==> config.mk <==
export PLATFORM = sky130hd
export DESIGN_NAME = crc8_stream_appender
export DESIGN_NICKNAME = d
export VERILOG_FILES = /design/src/rtl/crc8_stream_appender.sv
export SDC_FILE = /design/constraint.sdc
export NUM_CORES = 1
export LEC_CHECK = 0
export CORE_ASPECT_RATIO = 1.4
export CORE_MARGIN = 2
export CORE_UTILIZATION = 43
export CTS_CLUSTER_DIAMETER = 100
export DETAILED_ROUTE_END_ITERATION = 8
export PLACE_DENSITY = 0.75
export SLEW_MARGIN = 25
export SYNTH_ARGS = -nofsm -noshare
export SYNTH_HDL_FRONTEND = slang
export SYNTH_SLANG_ARGS = --single-unit
==> constraint.sdc <==
create_clock -name clk -period 1.7 [get_ports clk]
set_clock_uncertainty 0.05 [all_clocks]
set_input_delay 0.34 -clock clk [delete_from_list [all_inputs] [get_ports clk]]
set_output_delay 0.34 -clock clk [all_outputs]
set_load 0.05 [all_outputs]
==> src/rtl/crc8_stream_appender.sv <==
// CRC-8 (poly 0x07, MSB-first) stream appender: passes data bytes through a
// one-entry output register and appends the frame CRC as the final beat.
module crc8_stream_appender #(
    parameter logic [7:0] INIT    = 8'h00,
    parameter logic [7:0] XOR_OUT = 8'h00
) (
    input  logic        clk,
    input  logic        rst,
    input  logic        s_valid,
    output logic        s_ready,
    input  logic [7:0]  s_data,
    input  logic        s_last,
    output logic        m_valid,
    input  logic        m_ready,
    output logic [7:0]  m_data,
    output logic        m_last,
    input  logic        abort,
    output logic [7:0]  crc_value,
    output logic [15:0] frame_count
);

    typedef enum logic [0:0] {
        PASS   = 1'b0,
        APPEND = 1'b1
    } state_t;

    state_t      state_q, state_d;
    logic [7:0]  crc_q, crc_d;
    logic        m_valid_q, m_valid_d;
    logic [7:0]  m_data_q, m_data_d;
    logic        m_last_q, m_last_d;
    logic [15:0] frame_count_q, frame_count_d;

    logic       slot_free;
    logic       in_fire;
    logic       out_fire;
    logic [7:0] crc_upd;

    // Same equations as the combinational byte-CRC stage.
    function automatic logic [7:0] crc8_next(
        input logic [7:0] crc,
        input logic [7:0] data
    );
        logic [7:0] d;
        logic [7:0] n;
        d    = crc ^ data;
        n[0] = d[0] ^ d[6] ^ d[7];
        n[1] = d[0] ^ d[1] ^ d[6];
        n[2] = d[0] ^ d[1] ^ d[2] ^ d[6];
        n[3] = d[1] ^ d[2] ^ d[3] ^ d[7];
        n[4] = d[2] ^ d[3] ^ d[4];
        n[5] = d[3] ^ d[4] ^ d[5];
        n[6] = d[4] ^ d[5] ^ d[6];
        n[7] = d[5] ^ d[6] ^ d[7];
        return n;
    endfunction

    always_comb begin
        slot_free = !m_valid_q || m_ready;
        s_ready   = (state_q == PASS) && slot_free && !abort;
        in_fire   = s_valid && s_ready;
        out_fire  = m_valid_q && m_ready;
        crc_upd   = crc8_next(crc_q, s_data);
    end

    always_comb begin
        state_d       = state_q;
        crc_d         = crc_q;
        m_valid_d     = m_valid_q;
        m_data_d      = m_data_q;
        m_last_d      = m_last_q;
        frame_count_d = frame_count_q;

        if (out_fire && m_last_q) begin
            frame_count_d = frame_count_q + 16'd1;
        end

        if (out_fire) begin
            m_valid_d = 1'b0;
        end

        // Abort only drops CRC state; the beat already in the slot drains.
        if (abort) begin
            state_d = PASS;
            crc_d   = INIT;
        end else begin
            unique case (state_q)
                PASS: begin
                    if (in_fire) begin
                        m_data_d  = s_data;
                        m_last_d  = 1'b0;
                        m_valid_d = 1'b1;
                        crc_d     = crc_upd;
                        if (s_last) begin
                            state_d = APPEND;
                        end
                    end
                end
                APPEND: begin
                    if (slot_free) begin
                        m_data_d  = crc_q ^ XOR_OUT;
                        m_last_d  = 1'b1;
                        m_valid_d = 1'b1;
                        crc_d     = INIT;
                        state_d   = PASS;
                    end
                end
                default: begin
                    state_d = PASS;
                end
            endcase
        end
    end

    always_ff @(posedge clk or posedge rst) begin
        if (rst) begin
            state_q       <= PASS;
            crc_q         <= INIT;
            m_valid_q     <= 1'b0;
            m_data_q      <= 8'h00;
            m_last_q      <= 1'b0;
            frame_count_q <= 16'h0000;
        end else begin
            state_q       <= state_d;
            crc_q         <= crc_d;
            m_valid_q     <= m_valid_d;
            m_data_q      <= m_data_d;
            m_last_q      <= m_last_d;
            frame_count_q <= frame_count_d;
        end
    end

    assign m_valid     = m_valid_q;
    assign m_data      = m_data_q;
    assign m_last      = m_last_q;
    assign crc_value   = crc_q;
    assign frame_count = frame_count_q;

endmodule

* Word level (Yosys, flattened, before mapping)
Cells that the tools add are included.
** Storage, ports and cells
- Logic and storage cells :: 61
- Output and inout bits :: 35
- Register bits :: 35
- Input bits :: 14
** Cells by class
- Bitwise logic cells :: 20
- Reduce and logical (&&, ||, !) cells :: 10
- Add/subtract/negate cells :: 1
- Eq/ne operators :: 4
- Muxes and demuxes :: 20
** Operators with widths (count)
- $mux 8 :: 5
- $pmux 8 s2 :: 2
- $xor 1x1->1 :: 17
- $add 16x1->16 const B :: 1
- $mux 1 :: 10
- $xor 8x8->8 :: 1
- $pmux 1 s2 :: 3
- $logic_and 1x1->1 :: 5
- $ne 3x2->1 const B :: 1
- $ne 3x3->1 const B :: 1
- $reduce_and 3->1 :: 1
- $logic_not 1->1 :: 2
- $ne 2x1->1 const B :: 1
- $ne 2x2->1 const B :: 1
- $not 1->1 :: 2
- $reduce_and 2->1 :: 1
- $logic_or 1x1->1 :: 1

* Depth between registers and ports, before layout
- Word-level depth :: 8
- Gate-level depth with buffers :: 6
- Mapped depth without buffers :: 5

* Worst setup path before layout
OpenSTA, ideal clock, no wires.
- Path kind :: register to register
- From :: reg m_valid_q (netlist: m_valid)
- To :: reg crc_q[7] (netlist: crc_value[7])
- Setup slack :: -0.887 ns
- Stages on the path, launching flop included :: 6
- Data arrival time :: 2.454 ns
- Path buffers :: 1
- Data required time :: 1.567 ns
- Setup time :: 0.083 ns
- Period minus slack after synthesis :: 2.587 ns
- Cells stage by stage :: dfrtp_1 -> nor2b_1 -> buf_6 -> nor3_1 -> nand3_1 -> a31oi_1
** Between the ends
- Cells in the longest elaborated chain, start to end :: 7
- Elaborated cells between the ends (all ways) :: 8
- Classes of those cells :: eq/ne (2); reduce/logical (6)
** RTL lines
- from (decl) :: line 29 : logic m_valid_q, m_valid_d;
- from (signal assigned) :: line 126 : m_valid_q <= m_valid_d;
- $logic_not 1->1 :: line 59 : slot_free = !m_valid_q || m_ready;
- $logic_or 1x1->1 :: line 59
- $logic_and 1x1->1 (2 in a row) :: line 60 : s_ready = (state_q == PASS) && slot_free && !abort;
- named net s_ready :: line 10 : output logic s_ready,
- $logic_and 1x1->1 :: line 61 : in_fire = s_valid && s_ready;
- $ne 3x3->1 (no line)
- $reduce_and 2->1 (no line)
- to (signal assigned) :: line 125 : crc_q <= crc_d;
- to (decl) :: line 28 : logic [7:0] crc_q, crc_d;
The timed path passes the listed nets, and every way through them passes these cells.
A chain may end at the register's enable or synchronous reset.

* Worst setup path in the final report
- From :: in abort
- To :: out s_ready
** Between the ends
- Cells in the longest elaborated chain, start to end :: 2
** RTL lines
- from (decl) :: line 17 : input logic abort,
- $logic_not 1->1 :: line 60
- $logic_and 1x1->1 :: line 60
- to (decl) :: line 10
No other way between the ends.

==> out/metrics.yaml <==
status: "finished with violations"
violations: "negative setup slack"
portBuffers: 48
start_kind: "input pin"
post_cts_buffers: 0
hold_ws_ns: 0.343
drive_above_1_share: 0.373
gp_congestion: 0.821
dpl.hpwl_microns: 3420
drc: 0
yosysWarnings: 0
finalCriticalPeriod_ns: 1.71
die_h_microns: 81.5
criticalPathCategory: "input pin to primary output"
multi_input_comb_area_sq_um: 980
crit_chain: "clkdlybuf4s50_1 -> buf_6 -> nor3_4 -> buf_12"
powerDensity_nw_per_um2: 1400
nNetsFinal: 258
grt_usage: 0.202
cp_top_family: "buffers and inverters"
timing.critical_path.slowest_stage_cell: "clkdlybuf4s50_1"
clock.fmax_mhz: 585
cts.sinks: 35
synthToLayoutAreaGrowth_pct: 56.2
power.leakage_nw: 1.34
htree_num_levels: 2
syn-num-nets: 175
drt-total-wl_microns: 4500
dieArea_sq_um: 4840
routedWlPerCell_microns: 15.6
avgSynthCellArea_sq_um: 11.5
fp.dieW_microns: 59.4
final_common_cell: "buf_4"
root_buffer: "clkbuf_8"
min_period_over_period: 1.01
io_pins: 49
synthCells: 160
cts_buffers: 5
start_util: 0.443
ant_nets: 0
vias_per_cell: 5.26
vias: 1521
ir_drop_v: 0.00106
hp-class: "input pin to async pin"
tritoncts: "yes"
fillers: 312
overflow: 0
setup_violations: 1
grt_max_degree: 36
tightest_slew_ns: 0.323
clkTransAtPathRegs_ns: 0.07
synth-edff-count: 0
max_cap_violations: 0
synth_seq_area_share: 0.474
grt_pass1_vias: 1595
slowest_delay_ns: 0.44
ff_latch_area_sq_um: 883
synth_seq_cells: 35
critPathBufInv: 3
rows: 28
grt_pass1_wl_microns: 7250
clk_path_buf_depth: 2
layout_common_cells: "46 x buf_4, 29 x dfrtp_1, 21 x xnor2_1"
clock_latency_ns: 0.29
finalWorstSetupSlack_ns: -0.0106
ys.flop_type: "dfrtp_1"
max_slew_margin: 0.785
async_reset_ff_frac: 1.00
cp-end-kind: "primary output"
core_area_sq_um: 4170
rsz0062_at_grt: "true"
antenna_found_initial: 0
synth.distinct_cells: 36
worstPathMaxFanout: 5
n_antenna_cell: 0
dr.pass1.iters: 4
syn_area_sq_um: 1850
cp_data_arrival_time_ns: 1.32
worstPathRequired_ns: 1.31
final_hold_viol_count: 0
setup_tns_ns: -0.0106
dr.first_iter.drc_count: 57
slew_violations: 0
power by group:
| group | total, mW | switching [mW] | leakage, nW | internal (mW) |
|---|---|---|---|---|
| Combinational | 2.24 | 1.09 | 0.845 | 1.15 |
| Sequential | 1.21 | 0.219 | 0.446 | 0.994 |
| Clock | 0.585 | 0.305 | 0.0477 | 0.280 |
Yosys cell counts, types with 2 or more instances:
master / n / area (sq um)
xnor2_1: 23 / 201
nand2_1: 8 / 30.0
and4_1: 2 / 17.5
a21o_1: 2 / 15.0
buf_6: 2 / 22.5
inv_1: 3 / 11.3
nor2_1: 13 / 48.8
and3_1: 2 / 12.5
nor3b_1: 2 / 15.0
xnor3_1: 7 / 158
nor3_1: 3 / 15.0
mux2i_1: 10 / 100
xor2_1: 3 / 26.3
o21ai_0: 2 / 10.0
dfrtp_1: 35 / 876
nand3_1: 9 / 45.0
o21a_1: 2 / 15.0
o22ai_1: 2 / 12.5
nand4_1: 5 / 31.3
a21oi_1: 9 / 45.0
kinds of logic (layout without fill, tap and decap cells):
family	Yosys count	count (layout)	share of synthesized area
AO/OA/AOI/OAI	22	22	0.0752
adder cells (fa/ha/maj)	1	1	0.00677
flip-flops	35	35	0.474
multiplexers	11	11	0.0603
XOR/XNOR	34	34	0.217
buffers and inverters	7	91	0.0224
AND/OR/NAND/NOR	50	50	0.144
sequential cells by signal (all words and copies together), names as in the netlist:
register / flops
m_data: 8
frame_count: 16
crc_value: 8
m_last: 1
state_q: 1
m_valid: 1
cell type report:
type	instances	area share
Tap cell	45	0.0195
Multi-Input combinational cell	118	0.340
Sequential cell	35	0.306
Inverter	3	0.00390
Timing Repair Buffer	80	0.302
Clock buffer	5	0.0239
Clock inverter	3	0.00521
through the flow:
step	setup WS (ns)	power, mW	utilization	cell area [sq um]	instances
3_5_place_dp	-0.402	3.46	0.667	2780	281
2_1_floorplan	-0.135	2.50	-	1900	160
6_report	-0.0106	4.03	0.692	2880	289
3_3_place_gp	-0.366	3.39	0.667	2780	281
5_1_grt	-0.0455	4.22	0.692	2880	289
4_1_cts	-0.0564	4.05	0.688	2870	289
worst paths after layout:
path / depth (start not counted) / from / endpoint / slack, ns
worst min-delay path: 3 / rst / m_data[2] / 0.34
worst min register to register: 1 / frame_count[15] / frame_count[15] / 0.44
min in group clk: 1 / frame_count[15] / frame_count[15] / 0.44
worst max register to register: 4 / crc_value[6] / crc_value[2] / 0.09
max in group asynchronous: 3 / rst / frame_count[0] / 1.06
worst max-delay path: 4 / abort / s_ready / -0.01
timing repair:
| item | CTS | global route |
|---|---|---|
| resized for setup | 3 | 4 |
| hold buffers | 0 | 0 |
| endpoints found under the setup margin | 3 | 5 |
| pin swaps | 4 | 2 |
per-layer routing:
metal  wire length (microns)  share of wire  GRT usage  vias to the layer above
met4                      67          0.015     0.0750                        0
met1                    1700           0.38      0.222                      732
met3                     235          0.052     0.0378                        7
met5                       0              0          0                        -
met2                    2490           0.55      0.375                       56
li1                        -              -          -                      726
worst register-to-register path, delay by kind of cell (launching register included):
kind	cells	cell delay [ns]
AND/OR/NAND/NOR	1	0.14
XOR/XNOR	2	0.66
flip-flops	1	0.48
AO/OA/AOI/OAI	1	0.16
(Power assumes the default switching activity.)
